--- config.mk ---
export PLATFORM = sky130hd
export DESIGN_NAME = multicycle_ctrl
export DESIGN_NICKNAME = d
export VERILOG_FILES = /design/src/rtl/multicycle_ctrl.sv
export SDC_FILE = /design/constraint.sdc
export NUM_CORES = 1
export LEC_CHECK = 0
export CAP_MARGIN = 40
export CORE_ASPECT_RATIO = 0.8
export CORE_MARGIN = 2
export CORE_UTILIZATION = 46
export CTS_CLUSTER_DIAMETER = 200
export DETAILED_ROUTE_END_ITERATION = 6
export GPL_TIMING_DRIVEN = 0
export PLACE_DENSITY_LB_ADDON = 0.15
export SYNTH_ARGS = -nofsm -noshare
export SYNTH_HDL_FRONTEND = slang
export SYNTH_SLANG_ARGS = --single-unit
--- constraint.sdc ---
create_clock -name clk -period 3.3 [get_ports clk]
set_input_delay 0.33 -clock clk [delete_from_list [all_inputs] [get_ports clk]]
set_output_delay 0.33 -clock clk [all_outputs]
set_load 0.005 [all_outputs]
--- src/rtl/multicycle_ctrl.sv ---
// multicycle_ctrl: sequencing FSM for a multi-cycle RV32I subset core
// (lw, sw, R-type add/sub/and/or/slt, beq) on a shared-ALU, single-memory
// datapath.
//
// Ports:
//   clk, rst_n      rising-edge clock, asynchronous active-low reset
//   instr           IR contents, valid from DECODE onward
//   EQ              ALU zero flag (branch compare)
//   mem_ready       memory finishes the current access this cycle
//   mem_req, AdrSrc, MemWrite, IRWrite, PCWrite, RegWrite   memory/datapath enables
//   ALUsrcA, ALUsrcB, ResultSrc, ImmSrc, ALUctrl            datapath selects
//   illegal         sticky illegal-instruction trap flag
//   retire_cnt      retired-instruction counter (wraps)
module multicycle_ctrl #(
    parameter int CNT_W = 32
) (
    input  logic             clk,
    input  logic             rst_n,
    input  logic [31:0]      instr,
    input  logic             EQ,
    input  logic             mem_ready,
    output logic             mem_req,
    output logic             AdrSrc,
    output logic             MemWrite,
    output logic             IRWrite,
    output logic             PCWrite,
    output logic             RegWrite,
    output logic [1:0]       ALUsrcA,
    output logic [1:0]       ALUsrcB,
    output logic [1:0]       ResultSrc,
    output logic [1:0]       ImmSrc,
    output logic [2:0]       ALUctrl,
    output logic             illegal,
    output logic [CNT_W-1:0] retire_cnt
);

    typedef enum logic [3:0] {
        FETCH, DECODE, MEMADR, MEMREAD, MEMWB,
        MEMWRITE, EXECR, ALUWB, BEQ, TRAP
    } state_t;

    localparam logic [2:0] ALU_ADD = 3'b000;
    localparam logic [2:0] ALU_SUB = 3'b001;
    localparam logic [2:0] ALU_AND = 3'b010;
    localparam logic [2:0] ALU_OR  = 3'b011;
    localparam logic [2:0] ALU_SLT = 3'b101;

    state_t state, next;

    logic [6:0] opcode;
    logic [2:0] funct3;
    logic       rtype_ok;
    logic       retire;

    // Un-gated Moore/Mealy controls; reset gating happens at the ports.
    logic       req_s, adr_s, mw_s, irw_s, pcw_s, rw_s, ill_s;
    logic [1:0] srca_s, srcb_s, res_s, imm_s;
    logic [2:0] alu_s;

    assign opcode   = instr[6:0];
    assign funct3   = instr[14:12];
    assign rtype_ok = (funct3 == 3'b000) || (funct3 == 3'b010) ||
                      (funct3 == 3'b110) || (funct3 == 3'b111);

    always_ff @(posedge clk or negedge rst_n) begin
        if (!rst_n) state <= FETCH;
        else        state <= next;
    end

    always_ff @(posedge clk or negedge rst_n) begin
        if (!rst_n)      retire_cnt <= '0;
        else if (retire) retire_cnt <= retire_cnt + 1'b1;
    end

    always_comb begin
        next   = state;
        retire = 1'b0;
        req_s  = 1'b0;
        adr_s  = 1'b0;
        mw_s   = 1'b0;
        irw_s  = 1'b0;
        pcw_s  = 1'b0;
        rw_s   = 1'b0;
        ill_s  = 1'b0;
        srca_s = 2'b00;
        srcb_s = 2'b00;
        res_s  = 2'b00;
        imm_s  = 2'b00;
        alu_s  = ALU_ADD;
        case (state)
            FETCH: begin
                // PC+4 computed on the ALU and written straight back via ResultSrc=10
                req_s  = 1'b1;
                srcb_s = 2'b10;
                res_s  = 2'b10;
                irw_s  = mem_ready;
                pcw_s  = mem_ready;
                if (mem_ready) next = DECODE;
            end
            DECODE: begin
                // Speculative branch target OldPC+immB lands in ALUOut
                srca_s = 2'b01;
                srcb_s = 2'b01;
                imm_s  = 2'b10;
                case (opcode)
                    7'b0000011, 7'b0100011: next = MEMADR;
                    7'b0110011:             next = rtype_ok ? EXECR : TRAP;
                    7'b1100011:             next = BEQ;
                    default:                next = TRAP;
                endcase
            end
            MEMADR: begin
                srca_s = 2'b10;
                srcb_s = 2'b01;
                // instr[5] separates sw (0100011) from lw (0000011)
                imm_s  = instr[5] ? 2'b01 : 2'b00;
                next   = instr[5] ? MEMWRITE : MEMREAD;
            end
            MEMREAD: begin
                req_s = 1'b1;
                adr_s = 1'b1;
                if (mem_ready) next = MEMWB;
            end
            MEMWB: begin
                res_s  = 2'b01;
                rw_s   = 1'b1;
                retire = 1'b1;
                next   = FETCH;
            end
            MEMWRITE: begin
                req_s = 1'b1;
                adr_s = 1'b1;
                mw_s  = 1'b1;
                if (mem_ready) begin
                    retire = 1'b1;
                    next   = FETCH;
                end
            end
            EXECR: begin
                srca_s = 2'b10;
                case (funct3)
                    3'b000:  alu_s = instr[30] ? ALU_SUB : ALU_ADD;
                    3'b010:  alu_s = ALU_SLT;
                    3'b110:  alu_s = ALU_OR;
                    3'b111:  alu_s = ALU_AND;
                    default: alu_s = ALU_ADD;
                endcase
                next = ALUWB;
            end
            ALUWB: begin
                rw_s   = 1'b1;
                retire = 1'b1;
                next   = FETCH;
            end
            BEQ: begin
                srca_s = 2'b10;
                alu_s  = ALU_SUB;
                pcw_s  = EQ;
                retire = 1'b1;
                next   = FETCH;
            end
            TRAP: begin
                ill_s = 1'b1;
                next  = TRAP;
            end
            default: next = FETCH;
        endcase
    end

    // While reset is held every control is forced low, even though the
    // state register already sits in FETCH.
    assign mem_req   = rst_n & req_s;
    assign AdrSrc    = rst_n & adr_s;
    assign MemWrite  = rst_n & mw_s;
    assign IRWrite   = rst_n & irw_s;
    assign PCWrite   = rst_n & pcw_s;
    assign RegWrite  = rst_n & rw_s;
    assign illegal   = rst_n & ill_s;
    assign ALUsrcA   = rst_n ? srca_s : 2'b00;
    assign ALUsrcB   = rst_n ? srcb_s : 2'b00;
    assign ResultSrc = rst_n ? res_s  : 2'b00;
    assign ImmSrc    = rst_n ? imm_s  : 2'b00;
    assign ALUctrl   = rst_n ? alu_s  : 3'b000;

endmodule
Word-level counts from Yosys, hierarchy flattened
Cells that the tools add are included.
{"block": "classes", "addsub": 1, "eq_ne": 19, "mux": 29, "bitwise_logic": 7, "reduce_logical": 13}
{"cell": "adder 32 x 1 -> 32 bit (second input constant)", "n": 1}
{"cell": "one-hot mux 4 bit (7 select lines)", "n": 1}
{"cell": "== test 4 x 3 -> 1 bit (second input constant)", "n": 4}
{"cell": "two-way mux 4 bit", "n": 4}
{"cell": "one-hot mux 2 bit (2 select lines)", "n": 4}
{"cell": "== test 7 x 6 -> 1 bit (second input constant)", "n": 2}
{"cell": "one-hot mux 3 bit (4 select lines)", "n": 1}
{"cell": "one-hot mux 4 bit (3 select lines)", "n": 1}
{"cell": "two-way mux 1 bit", "n": 9}
{"cell": "OR reduction 3 bit", "n": 3}
{"cell": "== test 4 x 2 -> 1 bit (second input constant)", "n": 2}
{"cell": "== test 4 bit (second input constant)", "n": 2}
{"cell": "two-way mux 2 bit", "n": 4}
{"cell": "OR reduction 2 bit", "n": 4}
{"cell": "AND 1 bit", "n": 7}
{"cell": "== test 7 x 2 -> 1 bit (second input constant)", "n": 1}
{"cell": "== test 7 bit (second input constant)", "n": 1}
{"cell": "== test 3 bit (second input constant)", "n": 2}
{"cell": "two-way mux 3 bit", "n": 2}
{"cell": "!= test 2 bit (second input constant)", "n": 3}
{"cell": "one-hot mux 3 bit (2 select lines)", "n": 1}
{"cell": "== test 4 x 1 -> 1 bit (second input constant)", "n": 1}
{"cell": "logical NOT 4 bit", "n": 1}
{"cell": "one-hot mux 1 bit (2 select lines)", "n": 2}
{"cell": "other kinds (4)", "n": 6}
{"block": "word_totals", "reg_bits": 36, "out_inout_bits": 50, "word_cells": 71}

Logic depth before layout (Yosys ltp)
{"block": "logic_depth", "ltp_word": 7, "ltp_mapped": 7, "mapped_depth_nobuf": 5}

Worst setup path after synthesis
Ideal clock, no wire load.
{"block": "synth_timing", "path_kind": "register -> register", "startpoint": "register retire_cnt[3]", "endpoint": "register retire_cnt[28]", "setup_time_ns": 0.124, "arrival_time_ns": 1.648, "t_required_ns": 3.176, "setup_slack_ns": 1.527, "path_stages_with_launch": 7, "path_buffers": 1, "path_cell_list": "dfrtp_1 -> and4_1 -> buf_4 -> nand4_1 -> nor4_4 -> or3b_1 -> xnor2_1"}
{"block": "synth_via", "elab_chain_len": 1}
{"item": "from (decl)", "line_no": "34", "source": "output logic [CNT_W-1:0] retire_cnt"}
{"item": "from (signal assigned)", "line_no": "72", "source": "else if (retire) retire_cnt <= retire_cnt + 1'b1;"}
{"item": "adder 32 x 1 -> 32 bit", "line_no": "72"}
Every way passes these cells.
A chain may end at the register's enable or synchronous reset.

Worst setup path in the final report
{"block": "layout_timing", "startpoint": "input rst_n", "endpoint": "output IRWrite"}
{"block": "layout_via", "elab_chain_len": 1}
{"item": "from (decl)", "line_no": "18", "source": "input logic rst_n,"}
{"item": "AND 1 bit", "line_no": "175", "source": "assign IRWrite = rst_n & irw_s;"}
{"item": "to (decl)", "line_no": "25", "source": "output logic IRWrite,"}
Every way passes these cells.

==> metrics.yaml <==
outcome:
  outcome: "finished clean"
setup_path:
  critPathMaxFanout: 31
  r2r_cells: 7
  worst-path-buf-inv: 4
  start_kind: "input port"
  worstPathArrival_ns: 2.56
  r2r_start: "state[0]"
  reg2reg_slack_ns: 1.20
  cp_top_family: "buffers and inverters"
  crit_start: "rst_n"
  r2r_end: "retire_cnt[13]"
  crit_path_top_delay_cell: "dlygate4sd3_1"
  endpoint: "IRWrite"
  cp_cell_sequence: "dlygate4sd3_1, buf_2, buf_12, nand2b_1, nor4_1, and2_1, clkdlybuf4s50_1"
  cp.required_ns: 2.97
  worstSetupPathType: "in2out"
  end_kind: "output port"
  path_depth: 7
  cp_slowest_stage_delay_ns: 0.52
grt:
  grt.total_usage: 0.213
  grt_pass1_wl_um: 8320
  grt_max_degree: 32
  overflow: 0
  antenna_found_initial: 0
  grt_pass1_vias: 1739
drt:
  via_per_inst: 5.27
  avgRoutedWirePerCell_um: 13.7
  drtIter0Drc: 95
  post-route-drc-count: 0
  ant_nets: 0
  vias: 1839
  drt_pre_antenna_iters: 4
  finalWirelength_um: 4800
power_and_ir_drop:
  p_int_mw: 0.917
  p_leak_nw: 1.22
  ir_worst_vdd_v: 0.000295
  pwr-share-clk: 0.290
  p_per_area_nw_per_um2: 445
  p_sw_frac: 0.297
  power_frac_seq: 0.406
  total_power_mw: 1.30
  power.net_switching_mw: 0.387
  combPwrFrac: 0.304
sta:
  tns_ns: 0
  finalMaxSlewViolations: 0
  fin_crit_ns: 2.89
  finalSetupViolCount: 0
  worst_pin_slew_ns: 0.506
  fmax_mhz: 346
  relSlewSlack: 0.659
  skew_ns: 0.0119
  rsz0062_at_grt: "false"
  finalHoldViolations: 0
  finalCritPeriodShare: 0.876
finish:
  design_area_um2: 2930
  areaGrowthSynthToFinish_pct: 40.4
  nets: 328
  drive_gt1_frac: 0.0959
  antenna_cells: 0
floorplanning:
  num_io_pins: 86
  die_w_um: 79.3
  die-area_um2: 5100
  rows: 21
  die_h_um: 64.3
  initial_core_util: 0.488
  core_area_um2: 4280
clock_tree:
  cts-root-buf: "clkbuf_8"
  cts_buffer_depth: 2
  cts_resized: 0
  clk_pin_slew_worst_paths_ns: 0.08
  htreeDepth: 2
  clock_latency_ns: 0.29
  clock-sinks: 36
  numCtsBuffers: 5
  post_cts_buffers: 0
  cts_tree: "done"
yosys:
  synth_seq_cells: 36
  synth_top_family_by_area: "simple AND/OR/NAND/NOR gates"
  synthMuxAreaShare: 0.0150
  synth.cell_area_um2: 2090
  synth_cell_types: 44
  synth_area_leaders: "dfrtp_1 (43%), xnor2_1 (7.5%), xor2_1 (5.9%)"
  synthXorXnorAreaFrac: 0.134
  synth-simple-area-share: 0.301
  synth_compound_area_frac: 0.0665
  async_reset_ff_frac: 1.00
  synth_warnings: 0
  synth_adder_area_share: 0.00599
  avgSynthCellArea_um2: 9.58
  syn-num-nets: 255
  yosysSeqAreaShare: 0.431
  synth_top_area_frac: 0.431
  synth_top_cell_by_area: "dfrtp_1"
  ys.flop_type: "dfrtp_1"
  syn-instance-count: 218
  synth_edf_count: 0
place:
  gp_congestion: 0.841
  port_buffers: 64
  placed_cell_area_um2: 2820
  hpwlAfterDp_um: 3610
worst_hold_path:
  hp-class: "in2async"
run:
  max_cap_violations: 0
synth_stat cells (3+ instances only):
master	n
inv_1	10
xnor2_1	18
or3_1	3
dfrtp_1	36
nor2_1	11
xor2_1	14
o21ai_0	5
a21oi_1	7
nor4_1	8
nor3_1	10
nand3_1	8
nor3_2	6
and3_1	4
buf_2	4
nand4_1	9
nand2b_1	12
nor2b_1	4
nand2_1	16
cells in the final DEF (no fill, tap or decap), drive strengths merged, types with 2 or more instances in the layout:
cell type,Yosys,final
clkdlybuf4s50,0,63
dfrtp,36,36
xnor2,18,18
nand2,16,16
nor3,16,16
xor2,14,14
nand2b,12,12
nor2,11,11
inv,10,10
nor4,10,10
buf,8,10
nand4,9,9
nand3,9,9
clkbuf,2,8
a21oi,7,7
o21ai,7,7
nor2b,4,4
and3,4,4
or3,3,3
and2,2,2
mux2i,2,2
o21a,2,2
or2,2,2
metal layers:
layer	track usage	vias up	part of all wire
met5	0	-	0
met4	0.0647	0	0
met3	0.0480	0	0.062
met2	0.326	60	0.47
met1	0.301	875	0.46
li1	-	904	-
worst reg2reg max path, cell delays in order (launching register included):
cell	delay, ns
dfrtp_1	0.44
nand2b_1	0.09
buf_2	0.21
o21a_1	0.18
nand3_1	0.29
buf_2	0.32
nor3_1	0.31
xor2_1	0.19
through the flow:
stage,utilization,worst slack [ns],hold WS [ns],instances
finish,0.685,0.411,0.437,349
detailed placement,0.657,0.921,0.217,340
CTS,0.685,0.386,0.446,349
floorplan,-,1.53,0.0344,218
global route,0.685,0.117,0.460,349
global placement,0.654,-0.595,0.455,339
repair_timing:
action / in CTS / in global routing
endpoints found under the setup margin: 0 / 0
endpoints found under the hold margin: 10 / 0
hold buffers: 1 / 0
kinds of logic (layout without fill, tap and decap cells):
kind of cell / Yosys count / count (layout)
and+or+nand+nor: 103 / 103
xor gates and xnor gates: 32 / 32
muxes: 3 / 3
adders and majority gates: 1 / 1
AOI/OAI and AO/OA: 23 / 23
DFF: 36 / 36
buffers and inverters: 20 / 94
sequential cells by signal (all words and copies together) (netlist names):
name,count
state,4
retire_cnt,32
power by group through the flow:
| stage | Combinational (mW) | Clock (mW) | Sequential [mW] |
|---|---|---|---|
| floorplan | 0.214 | 0 | 0.532 |
| global placement | 0.393 | 0 | 0.537 |
| detailed placement | 0.401 | 0 | 0.538 |
| CTS | 0.404 | 0.382 | 0.529 |
| global route | 0.443 | 0.407 | 0.536 |
| finish | 0.397 | 0.378 | 0.529 |
how the worst min path moves through the flow:
stage                     endpoint  slack (ns)  cells after the start
floorplan            retire_cnt[0]        0.03                      0
finish               retire_cnt[9]        0.44                      2
detailed placement   retire_cnt[5]        0.22                      1
global route         retire_cnt[9]        0.46                      2
CTS                  retire_cnt[9]        0.45                      2
global placement    retire_cnt[31]        0.45                      1
cell type report:
type                       instances  area [µm²]
clock buffer                       6        72.6
fill                             357        1350
sequential                        36         901
buffer                            10        57.6
tap                               57        71.3
multi-input combinational        162        1090
timing repair buffer              66         666
clock inverter                     2        35.0
inverter                          10        37.5
No activity file was read; power rests on OpenSTA's default activity.
